## src/rtl/graph_plot_if.sv

```systemverilog
// graph_plot_if: start/complete control, point-slot read port and pixel handshake
// between the graph generator, the plot controller and the framebuffer writer.
interface graph_plot_if #(parameter int IDX_W = 6);
    logic             start;
    logic             graph_complete;
    logic [IDX_W-1:0] pt_idx;
    logic [31:0]      pt_x;
    logic [31:0]      pt_y;
    logic             px_valid;
    logic             px_ready;
    logic [9:0]       px_x;
    logic [8:0]       px_y;
    logic             busy;
    logic             done;
    logic [IDX_W:0]   clip_cnt;
    modport master (
        output start, graph_complete, pt_x, pt_y, px_ready,
        input  pt_idx, px_valid, px_x, px_y, busy, done, clip_cnt
    );
    modport slave (
        input  start, graph_complete, pt_x, pt_y, px_ready,
        output pt_idx, px_valid, px_x, px_y, busy, done, clip_cnt
    );
endinterface

```

## src/rtl/graph_plot_ctrl.sv

```systemverilog
// graph_plot_ctrl: walks the point slots, maps each point to screen coordinates,
// clips off-screen points and emits the rest on a valid/ready pixel handshake.
module graph_plot_ctrl #(
    parameter int N_PTS   = 64,
    parameter int IDX_W   = 6,
    parameter int SCR_W   = 640,
    parameter int SCR_H   = 480,
    parameter int X_SHIFT = 0,
    parameter int Y_SHIFT = 0,
    parameter int X_OFF   = 320,
    parameter int Y_OFF   = 240
) (
    input logic           clk,
    input logic           rst,
    graph_plot_if.slave   bus
);
    typedef enum logic [2:0] {IDLE, WAIT_CPL, FETCH, LATCH, EMIT, FIN} state_t;
    localparam logic signed [32:0] XO = 33'(X_OFF);
    localparam logic signed [32:0] YO = 33'(Y_OFF);
    localparam logic signed [32:0] SW = 33'(SCR_W);
    localparam logic signed [32:0] SH = 33'(SCR_H);
    state_t             state, state_nx;
    logic [IDX_W-1:0]   idx;
    logic [IDX_W:0]     clip_cnt;
    logic               px_valid;
    logic [9:0]         px_x;
    logic [8:0]         px_y;
    logic signed [32:0] sx, sy;
    logic               on_scr, last, hs;
    // Sign-extend to 33 bits so the offset can never wrap.
    assign sx     = ($signed({bus.pt_x[31], bus.pt_x}) >>> X_SHIFT) + XO;
    assign sy     = YO - ($signed({bus.pt_y[31], bus.pt_y}) >>> Y_SHIFT);
    assign on_scr = !sx[32] && sx < SW && !sy[32] && sy < SH;
    assign last   = idx == IDX_W'(N_PTS - 1);
    assign hs     = px_valid & bus.px_ready;
    always_comb begin
        state_nx = state;
        case (state)
            IDLE:     state_nx = bus.start ? WAIT_CPL : IDLE;
            WAIT_CPL: state_nx = bus.graph_complete ? FETCH : WAIT_CPL;
            FETCH:    state_nx = LATCH;
            LATCH:    state_nx = on_scr ? EMIT : (last ? FIN : FETCH);
            EMIT:     state_nx = hs ? (last ? FIN : FETCH) : EMIT;
            FIN:      state_nx = IDLE;
            default:  state_nx = IDLE;
        endcase
    end
    always_ff @(posedge clk or posedge rst)
        if (rst) state <= IDLE;
        else     state <= state_nx;
    // Index wraps to 0 after the last slot since N_PTS is a power of two.
    always_ff @(posedge clk or posedge rst) begin
        if (rst) begin
            idx      <= '0;
            clip_cnt <= '0;
            px_valid <= 1'b0;
            px_x     <= '0;
            px_y     <= '0;
        end else begin
            if (state == IDLE && bus.start) begin
                idx      <= '0;
                clip_cnt <= '0;
            end
            if (state == LATCH && on_scr) begin
                px_x     <= sx[9:0];
                px_y     <= sy[8:0];
                px_valid <= 1'b1;
            end
            if (state == LATCH && !on_scr) begin
                clip_cnt <= clip_cnt + 1'b1;
                idx      <= idx + 1'b1;
            end
            if (state == EMIT && hs) begin
                px_valid <= 1'b0;
                idx      <= idx + 1'b1;
            end
        end
    end
    assign bus.pt_idx   = idx;
    assign bus.px_valid = px_valid;
    assign bus.px_x     = px_x;
    assign bus.px_y     = px_y;
    assign bus.clip_cnt = clip_cnt;
    assign bus.busy     = state != IDLE;
    assign bus.done     = state == FIN;
endmodule

```

## src/flat_wrapper.sv

```systemverilog
// flat-port wrapper written by rule: the top's interface ports become plain ports
module graph_plot_ctrl_flat 
#(
    parameter int N_PTS   = 64,
    parameter int IDX_W   = 6,
    parameter int SCR_W   = 640,
    parameter int SCR_H   = 480,
    parameter int X_SHIFT = 0,
    parameter int Y_SHIFT = 0,
    parameter int X_OFF   = 320,
    parameter int Y_OFF   = 240
)
  (clk, rst, bus_start, bus_graph_complete, bus_pt_x, bus_pt_y, bus_px_ready, bus_pt_idx, bus_px_valid, bus_px_x, bus_px_y, bus_busy, bus_done, bus_clip_cnt);
  graph_plot_if #(.IDX_W(IDX_W)) bus_i ();
  input logic clk;
  input logic rst;
  input wire logic [$bits(bus_i.start)-1:0] bus_start;
  input wire logic [$bits(bus_i.graph_complete)-1:0] bus_graph_complete;
  input wire logic [$bits(bus_i.pt_x)-1:0] bus_pt_x;
  input wire logic [$bits(bus_i.pt_y)-1:0] bus_pt_y;
  input wire logic [$bits(bus_i.px_ready)-1:0] bus_px_ready;
  output wire logic [$bits(bus_i.pt_idx)-1:0] bus_pt_idx;
  output wire logic [$bits(bus_i.px_valid)-1:0] bus_px_valid;
  output wire logic [$bits(bus_i.px_x)-1:0] bus_px_x;
  output wire logic [$bits(bus_i.px_y)-1:0] bus_px_y;
  output wire logic [$bits(bus_i.busy)-1:0] bus_busy;
  output wire logic [$bits(bus_i.done)-1:0] bus_done;
  output wire logic [$bits(bus_i.clip_cnt)-1:0] bus_clip_cnt;
  assign bus_i.start = bus_start;
  assign bus_i.graph_complete = bus_graph_complete;
  assign bus_i.pt_x = bus_pt_x;
  assign bus_i.pt_y = bus_pt_y;
  assign bus_i.px_ready = bus_px_ready;
  assign bus_pt_idx = bus_i.pt_idx;
  assign bus_px_valid = bus_i.px_valid;
  assign bus_px_x = bus_i.px_x;
  assign bus_px_y = bus_i.px_y;
  assign bus_busy = bus_i.busy;
  assign bus_done = bus_i.done;
  assign bus_clip_cnt = bus_i.clip_cnt;
  graph_plot_ctrl #(.N_PTS(N_PTS), .IDX_W(IDX_W), .SCR_W(SCR_W), .SCR_H(SCR_H), .X_SHIFT(X_SHIFT), .Y_SHIFT(Y_SHIFT), .X_OFF(X_OFF), .Y_OFF(Y_OFF)) u_core (.clk(clk), .rst(rst), .bus(bus_i));
endmodule
```

## config.mk

```make
export PLATFORM = sky130hd
export DESIGN_NAME = graph_plot_ctrl_flat
export DESIGN_NICKNAME = d
export VERILOG_FILES = /design/src/rtl/graph_plot_if.sv /design/src/rtl/graph_plot_ctrl.sv /design/src/flat_wrapper.sv
export SDC_FILE = /design/constraint.sdc
export NUM_CORES = 1
export LEC_CHECK = 0
export ABC_AREA = 0
export CELL_PAD_IN_SITES_DETAIL_PLACEMENT = 1
export CELL_PAD_IN_SITES_GLOBAL_PLACEMENT = 2
export CORE_UTILIZATION = 29
export DETAILED_ROUTE_END_ITERATION = 16
export PLACE_DENSITY = 0.95
export SETUP_SLACK_MARGIN = 0.3
export SYNTH_ARGS = -nofsm -noshare
export SYNTH_HDL_FRONTEND = slang
export SYNTH_SLANG_ARGS = --single-unit
```

## constraint.sdc

```tcl
create_clock -name clk -period 3.7 [get_ports clk]
set_input_delay 0.925 -clock clk [delete_from_list [all_inputs] [get_ports clk]]
set_output_delay 0.925 -clock clk [all_outputs]
set_load 0.05 [all_outputs]
```

# After elaboration in Yosys (flattened, before gate mapping)
# Index checks and enable logic that the tools add are counted.
# op_classes
n_addsub	4
order_cmp	2
eq_ne	6
n_mux	13
n_bitwise	1
n_reduce_logical	15
# op_table
operator	count
32-bit by 10-bit adder with 33-bit output, second input constant	1
33-bit by 10-bit less-than comparator with 1-bit output, second input constant	1
33-bit by 11-bit less-than comparator with 1-bit output, second input constant	1
9-bit by 32-bit subtractor with 33-bit output, first input constant	1
6-bit 2-to-1 mux	3
3-bit case mux with 5 select lines	1
7-bit 2-to-1 mux	2
3-bit 2-to-1 mux	3
7-bit by 1-bit adder with 7-bit output, second input constant	1
1-bit logical AND	7
6-bit by 1-bit adder with 6-bit output, second input constant	1
3-bit by 2-bit == test with 1-bit output, second input constant	2
3-bit == test, second input constant	2
6-bit == test, second input constant	1
3-bit nonzero test	2
2-bit nonzero test	2
3-bit by 1-bit == test with 1-bit output, second input constant	1
1-bit zero test	3
3-bit zero test	1
1-bit 2-to-1 mux	3
2-bit 2-to-1 mux	1
1-bit AND	1
# totals
register_bits	36
inputBits	69
out_inout_bits	35
wordCells	47

# Longest topological paths before layout
# Gate-level depths: netlist (run 1).
# logic_depth
depth_word	9
ltp_mapped	12
ltp_nobuf	11

# Worst setup path after synthesis (run 1)
# No wires, ideal clock.
# synth_path
path_type	input to register
from	in bus_pt_y[0]
to	reg u_core.px_x[7] (netlist: u_core.bus.px_x[7])
setup_time_ns	0.125
arrival_time_ns	3.645
required_ns	3.575
setup_slack_ns	-0.071
stages	12
n_path_buf	1
cell_sequence	inv_1 ha_1 nor3b_2 o211ai_2 o21ba_1 o22ai_1 or4_4 nor4b_4 nand4_2 nand2b_4 buf_6 mux2_4
# synth_between
elab_chain_cells	5
elab_cells_between_ends	6
cone_classes	add/sub (1); order compare (1); reduce/logical (4)
# synth_rtl
item	line	source
start, declared	flat_wrapper.sv:20	input wire logic [$bits(bus_i.pt_y)-1:0] bus_pt_y;
9-bit by 32-bit subtractor with 33-bit output (*)	graph_plot_ctrl.sv:32	assign sy = YO - ($signed({bus.pt_y[31], bus.pt_y}) >>> Y_SHIFT);
branches (longest 2 deep; another with 33-bit by 10-bit less-than comparator with 1-bit output)	--	
1-bit logical AND (*)	graph_plot_ctrl.sv:33	assign on_scr = !sx[32] && sx < SW && !sy[32] && sy < SH;
1-bit logical AND (*)	graph_plot_ctrl.sv:64	if (state == LATCH && on_scr) begin
end signal, assigned	graph_plot_ctrl.sv:65	px_x <= sx[9:0];
end, declared	graph_plot_ctrl.sv:26	logic [9:0] px_x;
# Every way passes the cells marked *.
# A chain may end at the register's enable or synchronous reset.

# Worst setup path in the final report (run 1)
# layout_path
from	in bus_pt_y[19]
to	reg u_core.px_x[8] (netlist: u_core.bus.px_x[8])
# Same word-level chain as after synthesis.

==> results of run 1 <==
-- Yosys cell counts (all sizes together), types with 3 or more instances --
master and instances:
nand2 38, dfrtp 36, nor2 28, o21ai 21, mux2 20, nand3 16, a21oi 14, nor3 14
nand4 12, nor4 12, xor2 10, xnor2 9, inv 8, o211ai 7, buf 6, mux2i 6
nand3b 6, clkbuf 5, o22ai 5, o31ai 5, a21o 4, and2 4, and3 4, ha 4
nor4b 4, a31o 3, and4 3, nand2b 3, nor3b 3, or2 3
-- area by class of cell --
class	instances	share of cell area (%)
Timing Repair Buffer	209	33.4
Sequential cell	36	16.4
Clock inverter	3	0.774
Multi-Input combinational cell	293	44.4
Tap cell	136	3.10
Clock buffer	5	1.25
Antenna cell	1	0.0455
Inverter	8	0.637
-- registers in the layout (all words and copies together) (netlist names) --
signal / cells
u_core.bus.pt_idx: 6
u_core.state: 3
u_core.bus.px_x: 10
u_core.bus.px_valid: 1
u_core.bus.clip_cnt: 7
u_core.bus.px_y: 9
-- repair_timing --
item                                    4_1_cts  5_1_grt
resized for setup                           111       50
buffers inserted                             13        5
cloned                                        3        3
endpoints found under the setup margin       36       36
hold buffers                                  0        0
pin swaps                                    29       26
-- logic make-up (layout without fill, tap and decap cells) --
| family | Yosys count | count (layout) |
|---|---|---|
| simple gates | 159 | 162 |
| compound gates | 82 | 82 |
| flops | 36 | 36 |
| mux | 26 | 26 |
| xor+xnor | 19 | 19 |
| buf+inv | 19 | 225 |
| fa+ha+maj | 4 | 4 |
| other cells | 0 | 1 |
-- power groups by stage --
| stage | combinational, W | sequential (W) | clock [W] |
|---|---|---|---|
| finish | 0.000962 | 0.000563 | 0.000343 |
| global placement | 0.000786 | 0.000555 | 0 |
| global route | 0.00102 | 0.000573 | 0.000364 |
| detailed placement | 0.000814 | 0.000562 | 0 |
| CTS | 0.000849 | 0.000554 | 0.000351 |
| floorplan | 0.000253 | 0.000748 | 0 |
-- stage by stage --
stage | hold slack [ns] | utilization (%) | area (sq um) | setup TNS [ns]
floorplan | 0.526 | - | 3110 | 0
global placement | 0.466 | 47.3 | 4890 | -15.87
CTS | 0.496 | 51.3 | 5300 | 0
global route | 0.514 | 53.2 | 5500 | -0.0536
detailed placement | 0.472 | 47.3 | 4890 | -24.83
finish | 0.513 | 53.3 | 5500 | 0
-- metal layers --
layer | GRT usage (%) | vias to the layer above | part of all wire (%)
met5 | 0 | - | 0
met4 | 8.45 | 0 | 3.3
met3 | 2.74 | 27 | 4.0
met2 | 41.7 | 128 | 52
met1 | 26.5 | 1785 | 41
li1 | - | 1743 | -
-- worst max-delay path: stages --
cell	delay, ns
clkdlybuf4s15_1	0.21
nor4_4	0.26
buf_4	0.15
buf_4	0.11
nand4b_1	0.16
buf_4	0.19
nor3_4	0.11
xor2_1	0.20
nand4_1	0.19
nor4b_4	0.46
nand4_4	0.20
nand2b_4	0.25
mux2_4	0.35
-- final timing paths --
check,cells past startpoint,startpoint,to
max,13,bus_pt_y[19],u_core.bus.px_x[8]$_DFFE_PP0P_
min,1,u_core.bus.px_x[6]$_DFFE_PP0P_,u_core.bus.px_x[6]$_DFFE_PP0P_
max reg2reg,6,u_core.state[1]$_DFF_PP0_,u_core.bus.clip_cnt[3]$_DFFE_PP0P_
min reg2reg,1,u_core.bus.px_x[6]$_DFFE_PP0P_,u_core.bus.px_x[6]$_DFFE_PP0P_
max in group asynchronous,3,rst,u_core.bus.clip_cnt[1]$_DFFE_PP0P_
min in group asynchronous,2,rst,u_core.bus.px_y[0]$_DFFE_PP0P_
==> flow_summary.ini, run 1 <==
[run_status]
status = completed

[worst_setup_path]
cp-start-kind = input pin
cp-end-kind = flip-flop
path_class = in2reg
crit_fanout = 5
regToRegSetupSlack_ns = 1.70
worstPathArrival_ns = 3.78
cp.required_ns = 3.87

[die]
pin_count = 104
core-area_sq_um = 10300
die_h_microns = 105
rows = 37
dieArea_sq_um = 11000
initial_core_util_pct = 29.9
die_x_microns = 105

[logic_synthesis]
ys_seq_area_share_pct = 29.2
ys_warn_count = 0
async_flop_share_pct = 100
mappedNetlistNets = 418
synth_cell_types = 68
synth-main-ff-cell = dfrtp_1
yosys.area_share.simple_pct = 30.5
synth_compound_area_share_pct = 18.8
synth_top_family_by_area = simple AND/OR/NAND/NOR gates
synth_area_leader_cell = dfrtp_1
yosys.area_share.adder_pct = 1.62
muxShareOfSynthArea_pct = 11.4
synth_area_leaders = dfrtp_1, mux2_4, nand2_1
synth-xor-area-share_pct = 5.40
synth.top_cell.area_share_pct = 29.2
synth-edff-count = 0
yosys_register_bits = 36
syn_area_sq_um = 3080
synthCells = 345
avgSynthCellArea_sq_um = 8.93

[clock_tree]
ctsLongestPathBuffers = 2
cts-htree-levels = 2
path_clk_slew_ns = 0.07
numClockSinks = 36
cts_tree = yes
clk_latency_ns = 0.28
root_buffer = clkbuf_8
cts_buffers = 5

[routing]
viasPerCell = 5.33
wire_per_inst_microns = 18.7
ant_nets = 0
vias = 3683
firstDrtPassIters = 4
drtIter0Drc = 94
drt_drc_violations_left = 0
routed_wl_microns = 12900

[timing]
fin_crit_sh_pct = 97.6
max_freq_mhz = 277
min_period_ns = 3.61
timing.final.ws_setup_ns = 0.0886
tightest_slew_ns = 0.853
setup_viol = 0
maxSlewViolCount = 0
finalHoldViolCount = 0
skew_ns = 0.00691
rsz0062_at_grt = yes
relSlewSlack_pct = 42.9

[place]
pre_cts_ws_ns = -0.790
io_buffers = 103
dp_hpwl_microns = 8920
placed_cells_incl_taps = 658
place_congestion = 0.819

[power]
swShare_pct = 43.2
p_per_area_nw_per_um2 = 340
comb_power_share_pct = 51.5
p_total_w = 0.00187
p_clk_share_pct = 18.4
leakage_nw = 2.48
netSwitchingPower_w = 0.000806
internal_power_w = 0.00106
peakVddDrop_v = 0.000409
seqPwrFrac_pct = 30.1

[finish]
multi_input_area_sq_um = 2440
nFillCells = 1170
final_cells = 691
drive_gt1_share_pct = 37.7
areaGrowthSynthToFinish_pct = 78.4
fin_nets = 626
final_common_cell = buf_4
layout_common_cells = buf_4, clkdlybuf4s50_1, nand2_1, dfrtp_1, dlygate4sd2_1
regArea_sq_um = 901

[global_route]
first_global_vias = 3953
grt_max_degree = 24
grt_overflow = 0
antenna_found_initial = 1
grt_pass1_wl_microns = 19700
grt_usage_pct = 22.6

[flow_run]
cap_viol_max_count = 0

[min_path]
hp-class = reg2reg
(Power assumes the default switching activity.)
==> run 2, diff against run 1 <==
- RECOVER_POWER: default -> 25
==> run 2 against run 1 <==
  * Count of clock-buffer cells in the layout did not move
  * Clock power is essentially flat
  * First-iteration DRC count fell by 1.1%
  * Register-to-register slack is essentially flat
  * Utilization is essentially flat
  * Final area hardly changed
  * Sequential share of layout area barely moved
  * Largest cell class unchanged
  * Largest power group unchanged
  * Highest routed layer unchanged
==> flow_summary.ini, run 2 (synthesized netlist as in run 1, its figures left out) <==
[run_status]
status = completed

[finish]
layout_common_cells = buf_4, clkdlybuf4s50_1, nand2_1, dfrtp_1, dlygate4sd2_1
final_cells = 691
final_common_cell = buf_4
regArea_sq_um = 901
multi_input_area_sq_um = 2440
drive_gt1_share_pct = 37.5
top_register = u_core.bus.px_x
areaGrowthSynthToFinish_pct = 78.3
fin_nets = 626
largest_reg_flops = 10
final_util_pct = 53.2
reg_top3 = u_core.bus.px_x (10), u_core.bus.px_y (9), u_core.bus.clip_cnt (7)
nFillCells = 1171

[min_path]
hp-class = reg2reg

[clock_tree]
cts-htree-levels = 2
clk_latency_ns = 0.29
cts_hold_buffers = 0
root_buffer = clkbuf_8
cts_buffers = 5
cts_tree = yes
numClockSinks = 36
ctsLongestPathBuffers = 2
path_clk_slew_ns = 0.07

[timing]
rsz0062_at_grt = yes
setup_viol = 0
maxSlewViolCount = 0
min_period_ns = 3.61
skew_ns = 0.00679
fin_setup_tns_ns = 0
finalHoldViolCount = 0
relSlewSlack_pct = 14.7
max_freq_mhz = 277
timing.final.ws_setup_ns = 0.0901
fin_crit_sh_pct = 97.6
tightest_slew_ns = 1.28

[global_route]
grt_usage_pct = 22.6
antenna_found_initial = 1
grt_util_met3_pct = 2.74
grt_max_degree = 24
met2_usage_pct = 41.7
top_usage_layer = met2
use_met1_pct = 26.5
grt_overflow = 0
first_global_vias = 3953
grt_pass1_wl_microns = 19700

[worst_setup_path]
cp_top_family = simple AND/OR/NAND/NOR gates
cp_cell_sequence = clkdlybuf4s15_1 > nor4_4 > buf_4 > buf_4 > nand4b_1 > buf_4 > nor3_4 > xor2_1 > nand4_1 > nor4b_4 > nand4_4 > nand2b_4 > mux2_4
worstPathArrival_ns = 3.78
path_class = in2reg
cp-end-kind = flip-flop
slowest_stage = nor4b_4
path_buf_inv = 4
cp-start-kind = input pin
crit_top_cell = buf_4
crit_fanout = 5
cp.required_ns = 3.87
critical-path-max-stage-delay_ns = 0.46

[routing]
vias = 3691
drtIter0Drc = 93
ant_nets = 0
firstDrtPassIters = 4
wire_per_inst_microns = 18.7
viasPerCell = 5.34
routed_wl_microns = 12900
drt_drc_violations_left = 0

[power]
p_total_w = 0.00187
leakage_nw = 2.48
p_per_area_nw_per_um2 = 340
peakVddDrop_v = 0.000409

[place]
io_buffers = 103
placed_cells_incl_taps = 658
pre_cts_ws_ns = -0.790
dp_hpwl_microns = 8920
place_congestion = 0.819

[die]
rows = 37
dieArea_sq_um = 11000
die_x_microns = 105
die_h_microns = 105
pin_count = 104
initial_core_util_pct = 29.9
core-area_sq_um = 10300

[flow_run]
cap_viol_max_count = 0
[run 2: worst paths after layout]
kind	endpoint	cells after the start	slack, ns	from
hold reg to reg	u_core.bus.px_x[6]$_DFFE_PP0P_	1	0.51	u_core.bus.px_x[6]$_DFFE_PP0P_
setup reg to reg	u_core.bus.px_x[8]$_DFFE_PP0P_	4	1.69	u_core.state[1]$_DFF_PP0_
setup / recovery	u_core.bus.px_x[8]$_DFFE_PP0P_	13	0.09	bus_pt_y[19]
min in group asynchronous	u_core.bus.px_y[0]$_DFFE_PP0P_	2	1.10	rst
hold / removal	u_core.bus.px_x[6]$_DFFE_PP0P_	1	0.51	u_core.bus.px_x[6]$_DFFE_PP0P_
max in group asynchronous	u_core.bus.clip_cnt[1]$_DFFE_PP0P_	3	1.04	rst
[run 2: area by class of cell]
cell class	count	share of cell area, %
Timing Repair Buffer	209	33.3
Clock buffer	5	1.25
Clock inverter	3	0.774
Inverter	8	0.638
Tap cell	136	3.10
Multi-Input combinational cell	293	44.5
Antenna cell	1	0.0455
Sequential cell	36	16.4
[run 2: through the flow]
step	hold WS (ns)	cell area, sq um
2_1_floorplan	0.526	3110
3_3_place_gp	0.466	4890
3_5_place_dp	0.472	4890
4_1_cts	0.496	5300
5_1_grt	0.514	5490
6_report	0.509	5490
[run 2: per-layer routing]
metal	up-vias	part of all wire [%]
met3	29	4.3
met4	0	3.4
met5	-	0
li1	1742	-
met2	133	52
met1	1787	41
[run 2: worst register-to-register path, stage by stage, from the launching register on]
cell	delay, ns
dfrtp_1	0.52
nand2_1	0.14
nor2_1	0.68
nand2b_4	0.21
mux2_4	0.35
[run 2: timing repair]
action	4_1_cts	5_1_grt
cloned	3	3
setup endpoints to repair	36	36
resized for setup	111	50
buffers inserted	13	5
pin swaps	29	26
[run 2: power breakdown]
| part | internal (W) | switching [W] | leakage, nW |
|---|---|---|---|
| clock network | 0.000199 | 0.000145 | 0.0541 |
| logic | 0.000402 | 0.000560 | 1.95 |
| registers | 0.000460 | 0.000103 | 0.474 |
| total | 0.00106 | 0.000808 | 2.48 |
